$ cat config.mk
export PLATFORM = sky130hd
export DESIGN_NAME = round_ctrl_multi
export DESIGN_NICKNAME = d
export VERILOG_FILES = /design/src/rtl/round_pkg.sv /design/src/rtl/round_ctrl_multi_tick_timer.sv /design/src/rtl/round_ctrl_multi.sv
export SDC_FILE = /design/constraint.sdc
export NUM_CORES = 1
export LEC_CHECK = 0
export ABC_AREA = 1
export BUFFER_PORTS_ARGS = -buffer_cell sky130_fd_sc_hd__buf_4
export CORE_AREA = 2 2 97 99
export CTS_BUF_LIST = sky130_fd_sc_hd__clkbuf_16
export DETAILED_ROUTE_END_ITERATION = 12
export DIE_AREA = 0 0 99 101
export GPL_TIMING_DRIVEN = 0
export PLACE_DENSITY = 0.48
export SYNTH_ARGS = -nofsm -noshare
export SYNTH_HDL_FRONTEND = slang
export SYNTH_HIERARCHICAL = 1
export SYNTH_SLANG_ARGS = --single-unit
$ cat constraint.sdc
create_clock -name clk -period 3.65 [get_ports clk]
set_clock_uncertainty 0.2 [all_clocks]
set_input_delay 0.73 -clock clk [delete_from_list [all_inputs] [get_ports clk]]
set_output_delay 0.73 -clock clk [all_outputs]
set_load 0.005 [all_outputs]
$ cat src/rtl/round_pkg.sv
// Shared encodings for the reaction-game round controller: state codes,
// sound codes, LFSR mode codes and a lowest-index priority encoder.
package round_pkg;

    typedef enum logic [3:0] {
        ST_IDLE      = 4'd0,
        ST_WAIT      = 4'd1,
        ST_DARK      = 4'd2,
        ST_PLAY      = 4'd3,
        ST_FAKE      = 4'd4,
        ST_SPEED     = 4'd5,
        ST_GLOAT     = 4'd6,
        ST_FOUL      = 4'd7,
        ST_MATCH_END = 4'd8,
        ST_SHOW      = 4'd9
    } state_t;

    localparam logic [1:0] SND_OFF   = 2'b00;
    localparam logic [1:0] SND_WIN   = 2'b01;
    localparam logic [1:0] SND_FOUL  = 2'b10;
    localparam logic [1:0] SND_MATCH = 2'b11;

    localparam logic [1:0] RM_STAY  = 2'b00;
    localparam logic [1:0] RM_PLAY  = 2'b01;
    localparam logic [1:0] RM_FAKE  = 2'b10;
    localparam logic [1:0] RM_SPEED = 2'b11;

    function automatic logic [1:0] prio_enc(input logic [3:0] v);
        prio_enc = 2'd0;
        for (int i = 3; i >= 0; i--) begin
            if (v[i]) prio_enc = 2'(i);
        end
    endfunction

endpackage

$ cat src/rtl/round_ctrl_multi_tick_timer.sv
// Counts slow ticks within one state; expire fires on the tick that
// completes 'term' ticks since the last clear.
module tick_timer (
    input  logic       clk,
    input  logic       rst,
    input  logic       clr,
    input  logic       tick,
    input  logic [3:0] term,
    output logic       expire
);

    logic [3:0] cnt_q, cnt_d;

    always_comb begin
        cnt_d = cnt_q;
        if (clr) begin
            cnt_d = '0;
        end else if (tick) begin
            cnt_d = cnt_q + 4'd1;
        end
    end

    always_ff @(posedge clk or negedge rst) begin
        if (!rst) begin
            cnt_q <= '0;
        end else begin
            cnt_q <= cnt_d;
        end
    end

    assign expire = tick && (cnt_q == term - 4'd1);

endmodule

$ cat src/rtl/round_ctrl_multi.sv
// Round sequencer for the multi-player reaction game: phase FSM, press
// arbitration, speed-round counters and per-player match scores.
module round_ctrl_multi
    import round_pkg::*;
#(
    parameter int N_PLAYERS     = 2,
    parameter int WAIT_TICKS    = 2,
    parameter int FAKE_TICKS    = 4,
    parameter int GLOAT_TICKS   = 2,
    parameter int SPEED_PRESSES = 8,
    parameter int WINS_TO_MATCH = 3,
    parameter int SPEED_EN      = 1,
    localparam int SCORE_W      = $clog2(WINS_TO_MATCH + 1)
) (
    input  logic                         clk,
    input  logic                         rst,
    input  logic                         tick,
    input  logic                         start_btn,
    input  logic                         score_btn,
    input  logic [N_PLAYERS-1:0]         press,
    input  logic [1:0]                   rand_mode,
    output logic [3:0]                   state_code,
    output logic                         leds_on,
    output logic                         clear,
    output logic                         fake,
    output logic                         speed_round,
    output logic [1:0]                   sound_ctrl,
    output logic                         round_valid,
    output logic [1:0]                   round_winner,
    output logic [N_PLAYERS*SCORE_W-1:0] scores,
    output logic                         match_over,
    output logic [1:0]                   match_winner
);

    localparam logic [SCORE_W-1:0] SCORE_MAX  = SCORE_W'(WINS_TO_MATCH);
    localparam logic [4:0]         SPEED_GOAL = 5'(SPEED_PRESSES);

    state_t                             state_q, state_d;
    logic [N_PLAYERS-1:0][SCORE_W-1:0]  score_q, score_d;
    logic [N_PLAYERS-1:0][4:0]          spd_q, spd_d;
    logic                               sbtn_q;
    logic [3:0]                         term;
    logic                               expire, tmr_clr;
    logic [3:0]                         press4, done4, max4;
    logic                               do_win, do_foul;
    logic [1:0]                         who;

    logic       leds_on_q, leds_on_d, clear_q, clear_d, fake_q, fake_d;
    logic       speed_q, speed_d, valid_q, valid_d, mover_q, mover_d;
    logic [1:0] sound_q, sound_d, winner_q, winner_d, mwin_q, mwin_d;

    tick_timer u_tmr (
        .clk    (clk),
        .rst    (rst),
        .clr    (tmr_clr),
        .tick   (tick),
        .term   (term),
        .expire (expire)
    );

    always_comb begin
        case (state_q)
            ST_WAIT:           term = 4'(WAIT_TICKS);
            ST_FAKE:           term = 4'(FAKE_TICKS);
            ST_GLOAT, ST_FOUL: term = 4'(GLOAT_TICKS);
            default:           term = 4'd15;
        endcase
    end

    always_comb begin
        state_d = state_q;
        score_d = score_q;
        spd_d   = spd_q;
        do_win  = 1'b0;
        do_foul = 1'b0;
        who     = 2'd0;
        press4  = '0;
        press4[N_PLAYERS-1:0] = press;
        done4   = '0;
        max4    = '0;
        for (int i = 0; i < N_PLAYERS; i++) begin
            max4[i] = (score_q[i] == SCORE_MAX);
        end

        case (state_q)
            ST_IDLE: begin
                if (start_btn)      state_d = ST_WAIT;
                else if (score_btn) state_d = ST_SHOW;
            end
            ST_SHOW: if (score_btn && !sbtn_q) state_d = ST_IDLE;
            ST_WAIT: if (expire) state_d = ST_DARK;
            ST_DARK: begin
                // A press is judged before any tick landing in the same cycle.
                if (|press4) begin
                    do_foul = 1'b1;
                end else if (tick) begin
                    case (rand_mode)
                        RM_PLAY:  state_d = ST_PLAY;
                        RM_FAKE:  state_d = ST_FAKE;
                        RM_SPEED: if (SPEED_EN != 0) state_d = ST_SPEED;
                        default:  state_d = ST_DARK;
                    endcase
                end
            end
            ST_PLAY: if (|press4) do_win = 1'b1;
            ST_FAKE: begin
                if (|press4)     do_foul = 1'b1;
                else if (expire) state_d = ST_DARK;
            end
            ST_SPEED: begin
                for (int i = 0; i < N_PLAYERS; i++) begin
                    spd_d[i] = spd_q[i] + 5'(press[i]);
                    done4[i] = (spd_d[i] == SPEED_GOAL);
                end
                if (|done4) do_win = 1'b1;
            end
            ST_GLOAT, ST_FOUL: begin
                if (expire) state_d = (|max4) ? ST_MATCH_END : ST_WAIT;
            end
            ST_MATCH_END: begin
                if (start_btn) begin
                    state_d = ST_IDLE;
                    score_d = '0;
                end
            end
            default: state_d = ST_IDLE;
        endcase

        if (do_win) begin
            state_d = ST_GLOAT;
            who     = prio_enc((state_q == ST_SPEED) ? done4 : press4);
        end
        if (do_foul) begin
            state_d = ST_FOUL;
            who     = prio_enc(press4);
        end
        // Scores saturate at both ends rather than wrapping.
        for (int i = 0; i < N_PLAYERS; i++) begin
            if (2'(i) == who) begin
                if (do_win && score_q[i] != SCORE_MAX) score_d[i] = score_q[i] + 1'b1;
                if (do_foul && score_q[i] != '0)       score_d[i] = score_q[i] - 1'b1;
            end
        end
        if (state_d == ST_SPEED && state_q != ST_SPEED) spd_d = '0;
    end

    assign tmr_clr = (state_d != state_q);

    always_comb begin
        leds_on_d = (state_d != ST_DARK);
        clear_d   = (state_d == ST_IDLE) || (state_d == ST_SHOW);
        fake_d    = (state_d == ST_FAKE);
        speed_d   = (state_d == ST_SPEED);
        mover_d   = (state_d == ST_MATCH_END);
        valid_d   = do_win || do_foul;
        winner_d  = valid_d ? who : winner_q;
        mwin_d    = (mover_d && state_q != ST_MATCH_END) ? prio_enc(max4) : mwin_q;
        case (state_d)
            ST_GLOAT:     sound_d = SND_WIN;
            ST_FOUL:      sound_d = SND_FOUL;
            ST_MATCH_END: sound_d = SND_MATCH;
            default:      sound_d = SND_OFF;
        endcase
    end

    always_ff @(posedge clk or negedge rst) begin
        if (!rst) begin
            state_q   <= ST_IDLE;
            score_q   <= '0;
            spd_q     <= '0;
            sbtn_q    <= 1'b0;
            leds_on_q <= 1'b1;
            clear_q   <= 1'b1;
            fake_q    <= 1'b0;
            speed_q   <= 1'b0;
            sound_q   <= SND_OFF;
            valid_q   <= 1'b0;
            winner_q  <= 2'd0;
            mover_q   <= 1'b0;
            mwin_q    <= 2'd0;
        end else begin
            state_q   <= state_d;
            score_q   <= score_d;
            spd_q     <= spd_d;
            sbtn_q    <= score_btn;
            leds_on_q <= leds_on_d;
            clear_q   <= clear_d;
            fake_q    <= fake_d;
            speed_q   <= speed_d;
            sound_q   <= sound_d;
            valid_q   <= valid_d;
            winner_q  <= winner_d;
            mover_q   <= mover_d;
            mwin_q    <= mwin_d;
        end
    end

    assign state_code   = state_q;
    assign leds_on      = leds_on_q;
    assign clear        = clear_q;
    assign fake         = fake_q;
    assign speed_round  = speed_q;
    assign sound_ctrl   = sound_q;
    assign round_valid  = valid_q;
    assign round_winner = winner_q;
    assign scores       = score_q;
    assign match_over   = mover_q;
    assign match_winner = mwin_q;

endmodule
==> metrics.md, run 1 <==
| Metric | Value |
|---|---|
| Status | completed |
| Vias in the first global route | about 2000 |
| Finish-stage setup viols | 0 |
| Power share of the clock group | around 18% |
| Reg-to-reg slack, setup | between 300 and 400 ps |
| GRT Resource Usage Total | between 10% and 20% |
| Die H | 101 um |
| Vias | 2084 |
| Multi-input gate area | around 0.0012 mm2 |
| Max_slew headroom | between 50% and 60% |
| Crit path required time | 3650 ps |
| Syn Inst Count | 317 |
| DR DRC count | 0 |
| Starting Density | 24.5% |
| Largest net degree at the start of global routing | 34 |
| Syn. warnings | 6 |
| Num CTS Buffers | 5 |
| Pwr dens | 793 mW/mm2 |
| Synth area leaders | dfrtp_1, nand2_1, nand3_1 |
| Fin. Hold Viols | 0 |
| Cts hold-fix bufs | 0 |
| VDD IR-drop max | 242 uV |
| Routed vias/inst | ~4.4 |
| Pre-Repair DR Iteration Count | 6 |
| Post-detailed-placement half-perimeter wirelength | 4.08 mm |
| Comb power frac | 56.1% |
| Syn avg cell area | 6.93 um2 |
| Final #Nets | 377 |
| Initial antenna violation count | 0 |
| Final period util | 91.2% |
| Slew Viols, Final | 0 |
| Area Overhead vs Synth | 28.0% |
| R2R depth | 24 |
| Port bufs | 26 |
| Max Cap Viol | 0 |
| Worst EP arrival | 3330 ps |
| Syn Std Cell Area | 0.00220 mm2 |
| R2r endpoint | u_tmr/cnt_q[2] |
| Sw Pwr | ~990 uW |
| Die area | 0.0100 mm2 |
| Layout cell share with drive strength beyond 1 | between 20% and 30% |
| Yosys cell types | 35 |
| GRT overflow | 0 |
| Sequential Area | 832 um2 |
| FF-to-FF Start | state_code[3] |
| Final core utilization | 31.3% |
| Fmax achieved | approximately 300 MHz |
| CP Launch Type | flop |
| Iter 0 DRT Violations | 79 |
| Clk root buf | clkbuf_16 |
| Die width | 99 um |
| Setup CP Type | reg -> reg |
| H-tree Lvls | 2 |
| Register area share after synthesis | 37.7% |
| Worst-Margin Slew | 632 ps |
| Largest area contributor in the netlist | dfrtp_1 |
| N_diodes | 0 |
| Clock-pin transition on the worst setup and hold timing paths | 60 ps |
| Share of the synthesized area in the top cell type | 35.3% |
| Critical path endpoint category | flop |
| Hold WC Path Type | in -> async |
| Clk_lat worst skew | 280 ps |
| Crit Path Max Fanout | 7 |
| Fill cells | between 900 and 1000 |
| Sequential power share | 26.0% |
| Wire per inst | about 12 um |
| I/O Pins | 29 |
| Clock sink total | 33 |
| Int Pwr | roughly 1.2 mW |
| CTS max path bufs | 2 |
| TritonCTS clock tree | done |
| First-pass GRT wire length | 9.22 mm |
| Row count | 35 |
| GPL Wtd Cong | 0.857 |
| Switching fraction of total power | 44.4% |
| Post-DRT Antenna Nets | 0 |
| LEAKAGE | 1.49 nW |
| Final critical-path required period | 3330 ps |
| Drt total wl | 5.42 mm |
| FF+latch count, synth | 33 |
| TNS Setup | 0 ps |
| Core area | 0.00898 mm2 |
## worst max-delay path by stage
stage                              from              to  slack [ps]  depth (start not counted)
after CTS                 state_code[3]  u_tmr/cnt_q[2]           2                         24
after detailed placement  state_code[3]  u_tmr/cnt_q[2]        -350                         24
after global routing      state_code[3]  u_tmr/cnt_q[2]         -10                         24
final                     state_code[3]  u_tmr/cnt_q[2]         320                         24
after floorplan           state_code[3]  u_tmr/cnt_q[2]         300                         23
after global placement    state_code[3]  u_tmr/cnt_q[2]        -380                         24
## critical path, cell delays in order, from the launching register on
cell,delay (ps)
dfrtp_2,470
inv_2,80
nand2_4,80
inv_2,60
nand2_4,80
nor3b_4,230
inv_2,90
ha_4,270
inv_1,30
nand2_1,40
nand3_1,60
nor2_1,100
nand2_1,90
nor2_4,160
nand3_1,140
nand3_2,120
inv_1,70
a31oi_4,200
nand2_2,100
xor2_1,160
nor2_1,120
nand2_2,80
inv_1,70
o21ai_1,60
a21oi_1,110
## cells in the final DEF (no fill, tap or decap), types with 2 or more instances in the layout
cell       count
nand2_1       92
inv_1         44
nand3_1       42
buf_4         35
dfrtp_1       28
nor2_1        21
inv_2         11
ha_1           9
nor2_2         8
nand4_1        7
nand2_2        5
a21oi_1        5
o21ai_1        5
clkbuf_16      5
nand3_2        4
dfrtp_2        3
nand2_4        2
nor2_4         2
a21oi_2        2
o21ai_0        2
or2_1          2
nor3_1         2
xnor2_1        2
conb_1         2
dfstp_2        2
clkinv_1       2
## flip-flops by register name (all words and copies together) (netlist names)
register	cells
match_over	1
speed_round	1
sound_ctrl	2
spd_q	10
sbtn_q	1
state_code	4
round_winner	1
leds_on	1
fake	1
scores	4
clear	1
u_tmr/cnt_q	4
round_valid	1
match_winner	1
## through the flow
step                      worst slack [ps]  instances  cell area [um2]  hold slack [ps]  total power [mW]
after floorplan                        296        318             2200              234              1.37
after global placement                -380        455             2530              279              1.70
after detailed placement              -354        455             2530              279              1.71
after CTS                             2.05        463             2690              215              2.13
after global routing                 -10.1        470             2810              236              2.45
final                                  322        470             2810              194              2.23
## power groups by stage
| stage | Sequential, mW | Clock, mW | Combinational (mW) |
|---|---|---|---|
| floorplan | 0.564 | 0 | 0.806 |
| global placement | 0.581 | 0 | 1.12 |
| detailed placement | 0.581 | 0 | 1.13 |
| CTS | 0.578 | 0.409 | 1.14 |
| global route | 0.598 | 0.421 | 1.43 |
| finish | 0.580 | 0.399 | 1.25 |
## layer usage
metal / part of all wire, % / global-route usage [%]
met1: 49 / 14.5
met2: 47 / 19.4
met3: 3.6 / 3.33
met4: 0.96 / 2.21
met5: 0 / 0
## cell usage after synthesis
library cell,instances
nand2_2,5
a21oi_1,5
o21ai_1,5
conb_1,1
nand3_2,2
clkinv_1,1
nor2_2,6
a21oi_2,2
nor3_1,2
nand2_1,94
buf_1,1
a31oi_1,2
o21ai_0,2
nand4_1,7
o31ai_1,1
nand4_2,1
o211ai_1,1
inv_2,9
buf_4,2
nand3b_1,1
dfstp_2,2
or2_2,1
nor2_1,25
xnor2_1,2
nor4_1,1
xor2_1,1
clkbuf_1,1
or2_1,2
inv_1,44
dfrtp_1,31
a32oi_1,1
nor3b_1,1
nand3_1,44
ha_1,10
buf_6,1
## logic make-up (layout without fill, tap and decap cells)
group	count (synthesis)	after routing	synth area share, %
xor gates and xnor gates	3	3	1.20
AOI/OAI and AO/OA	19	19	5.19
other	1	2	0.171
buffers and inverters	59	100	10.8
adders and majority gates	10	10	5.70
DFF	33	33	37.7
and+or+nand+nor	192	192	39.3
## cell type report
| type | count | share of cell area [%] |
|---|---|---|
| clock buffers | 5 | 4.45 |
| clock inverters | 3 | 0.401 |
| repair buffers | 33 | 8.82 |
| inverters | 54 | 7.21 |
| plain buffers | 5 | 1.20 |
| well taps | 111 | 4.94 |
| multi-input cells | 226 | 43.4 |
| flip-flops and latches | 33 | 29.6 |
## repair_timing
action,4_1_cts,5_1_grt
setup buffers,0,7
resized for setup,5,17
pin swaps,0,2
setup endpoints to repair,15,17
Note: power is estimated with default switching activity, not from simulation.
==> inputs of run 2 (changes only) <==
--- a/config.mk
+++ b/config.mk
@@ -7,12 +7,13 @@
 export LEC_CHECK = 0
 export ABC_AREA = 1
 export BUFFER_PORTS_ARGS = -buffer_cell sky130_fd_sc_hd__buf_4
-export CORE_AREA = 2 2 97 99
+export CORE_AREA = 2 2 65 67
 export CTS_BUF_LIST = sky130_fd_sc_hd__clkbuf_16
 export DETAILED_ROUTE_END_ITERATION = 12
-export DIE_AREA = 0 0 99 101
+export DIE_AREA = 0 0 67 69
 export GPL_TIMING_DRIVEN = 0
-export PLACE_DENSITY = 0.48
+export PLACE_DENSITY = 0.85
+export RECOVER_POWER = 50
 export SYNTH_ARGS = -nofsm -noshare
 export SYNTH_HDL_FRONTEND = slang
 export SYNTH_HIERARCHICAL = 1
==> run 2 against run 1 <==
Compared with the run above:
- the run now ends with capacitance limit, slew limit left
- setup slack got worse by 140 ps
- combinational power hardly changed
- sequential power fell by 1%
- total power up 2.3%
- worst hold slack improved by 89 ps
- critical endpoint unchanged
==> metrics.md, run 2 (same netlist as run 1, synthesis figures left out) <==
| Metric | Value |
|---|---|
| Slew Viols, Final | 34 (was 0) |
| Hold WC Path Type | reg -> reg (was in -> async) |
| FF-to-FF Start | state_code[3] (unchanged) |
| Fmax achieved | 288 MHz (was 300 MHz) |
| Final period util | 95.1% (was 91.2%) |
| R2R depth | 28 (was 24) |
| Hold_sp | match_winner[0] |
| Status | finished, violations left (was completed) |
| Sw Pwr | 990 uW (was 989 uW) |
| Iter 0 DRT Violations | 128 (was 79) |
| Crit Path Max Fanout | 5 (was 7) |
| Crit path buf inv count | 6 (unchanged) |
| Layout cell share with drive strength beyond 1 | 22.3% (was 23.7%) |
| Reg-to-reg slack, setup | 180 ps (was 320 ps) |
| CTS max path bufs | 2 (unchanged) |
| DR DRC count | 0 (unchanged) |
| Clock sink total | 33 (unchanged) |
| Fill cells | 335 (was 967) |
| Commonest non-fill, non-tap cells in the layout | nand2_1, inv_1, nand3_1 (unchanged) |
| N_diodes | 0 (unchanged) |
| Largest Register | spd_q (unchanged) |
| Final #Nets | 376 (was 377) |
| Cts hold-fix bufs | 0 (unchanged) |
| CP Launch Type | flop (unchanged) |
| Crit-path leading delay family | simple AND/OR/NAND/NOR gates (unchanged) |
| R2r endpoint | u_tmr/cnt_q[2] (unchanged) |
| Hold path depth | 2 |
| Int Pwr | 1.29 mW (was 1.24 mW) |
| Clk root buf | clkbuf_16 (unchanged) |
| Worst-Margin Slew | 1770 ps (was 632 ps) |
| Die area | 0.00462 mm2 (was 0.0100 mm2) |
| Vias | 2133 (was 2084) |
| Hold EP | match_winner[0] |
| Violations in the final reports | capacitance limit, slew limit |
| Crit path required time | 3660 ps (was 3650 ps) |
| LEAKAGE | 1.48 nW (was 1.49 nW) |
| Hold_ws | 284 ps (was 194 ps) |
| Die width | 67 um (was 99 um) |
| Final critical-path required period | 3470 ps (was 3330 ps) |
| Pwr dens | 838 mW/mm2 (was 793 mW/mm2) |
| Power share of the clock group | 20.7% (was 17.9%) |
| Post-DRT Antenna Nets | 0 (unchanged) |
| Most common cell after layout, fill and taps aside | nand2_1 (unchanged) |
| Starting Density | 56.1% (was 24.5%) |
| Finish-stage setup viols | 0 (unchanged) |
| I/O Pins | 29 (unchanged) |
| Wire per inst | 12.6 um (was 11.5 um) |
| Max_slew headroom | -18.1% (was 57.5%) |
| Drt total wl | 5.16 mm (was 5.42 mm) |
| Max Cap Viol | 1 (was 0) |
| Row count | 23 (was 35) |
| Port bufs | 26 (unchanged) |
| Largest net degree at the start of global routing | 34 (unchanged) |
| Vias in the first global route | 2061 (was 1987) |
| Routed vias/inst | 5.23 (was 4.43) |
| Post-detailed-placement half-perimeter wirelength | 3.66 mm (was 4.08 mm) |
| Clock-pin transition on the worst setup and hold timing paths | 50 ps (was 60 ps) |
| GPL Wtd Cong | 0.927 (was 0.857) |
| Pre-Repair DR Iteration Count | 4 (was 6) |
| Switching fraction of total power | 43.4% (was 44.4%) |
| Core area | 0.00391 mm2 (was 0.00898 mm2) |
| Area Overhead vs Synth | 23.8% (was 28.0%) |
| Sequential power share | 25.1% (was 26.0%) |
| Most frequent CP cell | nand2_1 |
| Worst EP arrival | 3480 ps (was 3330 ps) |
| H-tree Lvls | 2 (unchanged) |
| Clk_lat worst skew | 280 ps (about the same) |
| Setup CP Type | reg -> reg (unchanged) |
| GRT overflow | 0 (unchanged) |
| Max reg flops | 10 (unchanged) |
| Comb power frac | 54.2% (was 56.1%) |
| Die H | 69 um (was 101 um) |
| Cell depth of the worst setup path | 28 (was 24) |
| Critical path endpoint category | flop (unchanged) |
| GRT Resource Usage Total | 23.8% (was 11.4%) |
| First-pass GRT wire length | 8.52 mm (was 9.22 mm) |
| Fin. Hold Viols | 0 (unchanged) |
| Initial antenna violation count | 0 (unchanged) |
| CP peak stage delay | 440 ps (was 470 ps) |
| VDD IR-drop max | 429 uV (was 242 uV) |
| Num CTS Buffers | 5 (unchanged) |
| TritonCTS clock tree | done (unchanged) |
| Slowest-stage cell, CP | dfrtp_2 (unchanged) |
| Final core utilization | 69.5% (was 31.3%) |
## run 2: cell types whose count changed in the layout (fill, tap and decap cells not counted), moves of 2 or more
| cell | before | now |
|---|---|---|
| buf_4 | 35 | 25 |
| clkbuf_4 | 0 | 8 |
| inv_2 | 11 | 9 |
| nor2_1 | 21 | 23 |
## run 2: how the worst max path moves through the flow
stage                        startpoint        endpoint  slack (ps)
after floorplan           state_code[3]  u_tmr/cnt_q[2]         300
after global placement    state_code[3]  u_tmr/cnt_q[2]        -330
after detailed placement  state_code[3]  u_tmr/cnt_q[2]        -380
after CTS                 state_code[0]  u_tmr/cnt_q[2]          30
after global routing      state_code[3]  u_tmr/cnt_q[2]         -50
final                     state_code[3]  u_tmr/cnt_q[2]         180
## run 2: layer usage
metal	routed length [um]	track usage (%)	vias to the layer above
met5	0	0	-
met3	192	5.87	10
met2	2610	38.7	47
met1	2250	29.6	988
met4	101	9.98	0
li1	-	-	1088
## run 2: cell type report
cell class / count / area [um2] / share of cell area [%]
Multi-Input combinational cell: 226 / 1180 / 43.5
Sequential cell: 33 / 833 / 30.6
Timing Repair Buffer: 32 / 236 / 8.70
Inverter: 54 / 205 / 7.55
Clock buffer: 5 / 125 / 4.60
Tap cell: 50 / 62.6 / 2.30
Clock inverter: 3 / 38.8 / 1.43
Buffer: 5 / 33.8 / 1.24
## run 2: timing repair
item                       4_1_cts  5_1_grt
setup endpoints to repair       15       14
buffers inserted                 0        6
pin swaps                        0        5
gates resized for setup          4       12
## run 2: power groups by stage
stage                     Clock [mW]  Combinational (mW)  Sequential [mW]
after floorplan                    0               0.806            0.564
after global placement             0                1.08            0.572
after detailed placement           0                1.11            0.575
after CTS                      0.477                1.15            0.570
after global routing           0.493                1.39            0.587
final                          0.471                1.24            0.572
## run 2: worst register-to-register path: cells and delay by family (launching register included)
| family | cells | cell delay [ps] |
|---|---|---|
| flops | 1 | 440 |
| simple gates | 19 | 1900 |
| buf+inv | 6 | 460 |
| fa+ha+maj | 1 | 210 |
| compound gates | 2 | 160 |
## run 2: per-stage QoR
step | std cells | total power [mW] | area (um2) | setup WS (ps) | TNS (ps)
after floorplan | 318 | 1.37 | 2200 | 296 | 0
after global placement | 394 | 1.65 | 2460 | -333 | -1160
after detailed placement | 394 | 1.69 | 2460 | -383 | -1630
after CTS | 402 | 2.20 | 2640 | 27.1 | 0
after global routing | 408 | 2.47 | 2720 | -47.0 | -117
final | 408 | 2.28 | 2720 | 179 | 0
==> inputs of run 3 (changes only) <==
--- a/config.mk
+++ b/config.mk
@@ -12,7 +12,7 @@
 export DETAILED_ROUTE_END_ITERATION = 12
 export DIE_AREA = 0 0 67 69
 export GPL_TIMING_DRIVEN = 0
-export PLACE_DENSITY = 0.85
+export PLACE_DENSITY = 0.78
 export RECOVER_POWER = 50
 export SYNTH_ARGS = -nofsm -noshare
 export SYNTH_HDL_FRONTEND = slang
==> run 3 against run 2 <==
Compared with the run above:
- the run still ends with capacitance limit, slew limit left
- clock-buffer cell count unchanged
- via count rose by 0.98%
- setup slack better by 32 ps
- total power grew 1.2%
- global-route usage is 0.40 points higher
- sequential share of layout area is 0.14 points lower
- largest cell class unchanged
- combinational power hardly changed
- maximum frequency rose by 0.94%
- first-iteration DRC count is 0.78% higher
==> metrics.md, run 3 (same netlist as run 1, synthesis figures left out) <==
| Metric | Value |
|---|---|
| Status | finished, violations left (unchanged) |
| Violations in the final reports | capacitance limit, slew limit (unchanged) |
| Fmax achieved | 291 MHz (was 288 MHz) |
| VDD IR-drop max | 458 uV (was 429 uV) |
| Worst EP arrival | 3430 ps (was 3480 ps) |
| Fin. Hold Viols | 0 (unchanged) |
| Num CTS Buffers | 5 (unchanged) |
| Post-layout instance area | 0.00273 mm2 (was 0.00272 mm2) |
| Most common cell after layout, fill and taps aside | nand2_1 (unchanged) |
| DR DRC count | 0 (unchanged) |
| Row count | 23 (unchanged) |
| Iter 0 DRT Violations | 129 (was 128) |
| Commonest non-fill, non-tap cells in the layout | nand2_1, nand3_1, inv_1 (was nand2_1, inv_1, nand3_1) |
| Most frequent CP cell | nand2_1 (unchanged) |
| Hold WC Path Type | reg -> reg (unchanged) |
| Die width | 67 um (unchanged) |
| Port bufs | 26 (unchanged) |
| Drt total wl | 5.21 mm (was 5.16 mm) |
| Finish-stage setup viols | 0 (unchanged) |
| Vias | 2154 (was 2133) |
| Max Cap Viol | 1 (unchanged) |
| Routed vias/inst | 5.28 (was 5.23) |
| CTS max path bufs | 2 (unchanged) |
| Final period util | 94.2% (was 95.1%) |
| Clk root buf | clkbuf_16 (unchanged) |
| Crit Path Max Fanout | 5 (unchanged) |
| Worst-Margin Slew | 1760 ps (was 1770 ps) |
| Initial antenna violation count | 0 (unchanged) |
| Final #Nets | 376 (unchanged) |
| Total power | 2.31 mW (was 2.28 mW) |
| Clock sink total | 33 (unchanged) |
| Slowest-stage cell, CP | dfrtp_2 (unchanged) |
| Post-detailed-placement half-perimeter wirelength | 3.67 mm (was 3.66 mm) |
| TritonCTS clock tree | done (unchanged) |
| Clk_lat worst skew | 280 ps (about the same) |
| Area Overhead vs Synth | 24.4% (was 23.8%) |
| CP peak stage delay | 460 ps (was 440 ps) |
| H-tree Lvls | 2 (unchanged) |
| Core area | 0.00391 mm2 (unchanged) |
| Critical path endpoint category | flop (unchanged) |
| Dpl cell area | 0.00246 mm2 (unchanged) |
| GRT overflow | 0 (unchanged) |
| Die area | 0.00462 mm2 (unchanged) |
| Post-DRT Antenna Nets | 0 (unchanged) |
| Wire per inst | 12.8 um (was 12.6 um) |
| I/O Pins | 29 (unchanged) |
| LEAKAGE | 1.47 nW (was 1.48 nW) |
| GPL Wtd Cong | 0.945 (was 0.927) |
| Max_slew headroom | -17.5% (was -18.1%) |
| Pre-Repair DR Iteration Count | 4 (unchanged) |
| Clock-pin transition on the worst setup and hold timing paths | 60 ps (was 50 ps) |
| Slew Viols, Final | 34 (unchanged) |
| Crit path required time | 3640 ps (was 3660 ps) |
| Max reg flops | 10 (unchanged) |
| N_diodes | 0 (unchanged) |
| Vias in the first global route | 2051 (was 2061) |
| Setup CP Type | reg -> reg (unchanged) |
| Die H | 69 um (unchanged) |
| Largest Register | spd_q (unchanged) |
| Starting Density | 56.1% (unchanged) |
| CP Launch Type | flop (unchanged) |
| Layout cell share with drive strength beyond 1 | 22.6% (was 22.3%) |
| Final critical-path required period | 3440 ps (was 3470 ps) |
| GRT Resource Usage Total | 24.2% (was 23.8%) |
| Largest net degree at the start of global routing | 34 (unchanged) |
| First-pass GRT wire length | 8.68 mm (was 8.52 mm) |
| Pwr dens | 844 mW/mm2 (was 838 mW/mm2) |
run 3: changes by cell type in the layout (fill, tap and decap cells not counted), sizes merged:
cell / previous run / this run
inv: 54 / 53
clkinvlp: 0 / 1
run 3: power breakdown:
| part | switching (mW) | internal [mW] |
|---|---|---|
| Clock | 0.163 | 0.323 |
| Sequential | 0.0947 | 0.480 |
| Combinational | 0.747 | 0.499 |
run 3: path summary, 6_finish.rpt:
path | end | cells after the start | slack (ps) | from
hold reg to reg | match_winner[0] | 2 | 300 | match_winner[0]
setup reg to reg | u_tmr/cnt_q[2] | 28 | 210 | state_code[2]
max in group asynchronous | state_code[1] | 1 | 1390 | rst
setup / recovery | u_tmr/cnt_q[2] | 28 | 210 | state_code[2]
min in group asynchronous | sbtn_q | 1 | 720 | rst
hold / removal | match_winner[0] | 2 | 300 | match_winner[0]
run 3: per-stage QoR:
step / util (%) / hold WS, ps / worst slack, ps / std cells / setup TNS (ps)
after global placement: 62.8 / 270 / -305 / 394 / -1030
after floorplan: - / 234 / 296 / 318 / 0
final: 69.8 / 297 / 212 / 408 / 0
after detailed placement: 62.8 / 279 / -443 / 394 / -1850
after global routing: 69.8 / 325 / -8.44 / 408 / -8.44
after CTS: 67.9 / 202 / 9.23 / 402 / 0
run 3: timing repair:
item	in CTS	in global routing
buffers inserted	0	6
pin swaps	0	2
gates resized for setup	7	8
setup endpoints to repair	15	13
hold buffers	0	0
run 3: worst max-delay path: cells and delay by family (launching register included):
| kind | cells | cell delay (ps) |
|---|---|---|
| compound gates | 2 | 210 |
| flops | 1 | 460 |
| simple gates | 19 | 1760 |
| fa+ha+maj | 1 | 280 |
| buf+inv | 6 | 430 |
run 3: cell type report:
type	instances	area (um2)
Inverter	54	203
Multi-Input combinational cell	226	1190
Clock buffer	5	125
Buffer	5	33.8
Fill cell	334	1180
Tap cell	50	62.6
Clock inverter	3	46.3
Sequential cell	33	833
Timing Repair Buffer	32	236
run 3: per-layer routing:
metal | share of wire [%] | track usage (%) | up-vias
li1 | - | - | 1081
met3 | 5.4 | 5.06 | 18
met5 | 0 | 0 | -
met1 | 41 | 30.3 | 983
met2 | 49 | 40.0 | 72
met4 | 3.8 | 9.52 | 0
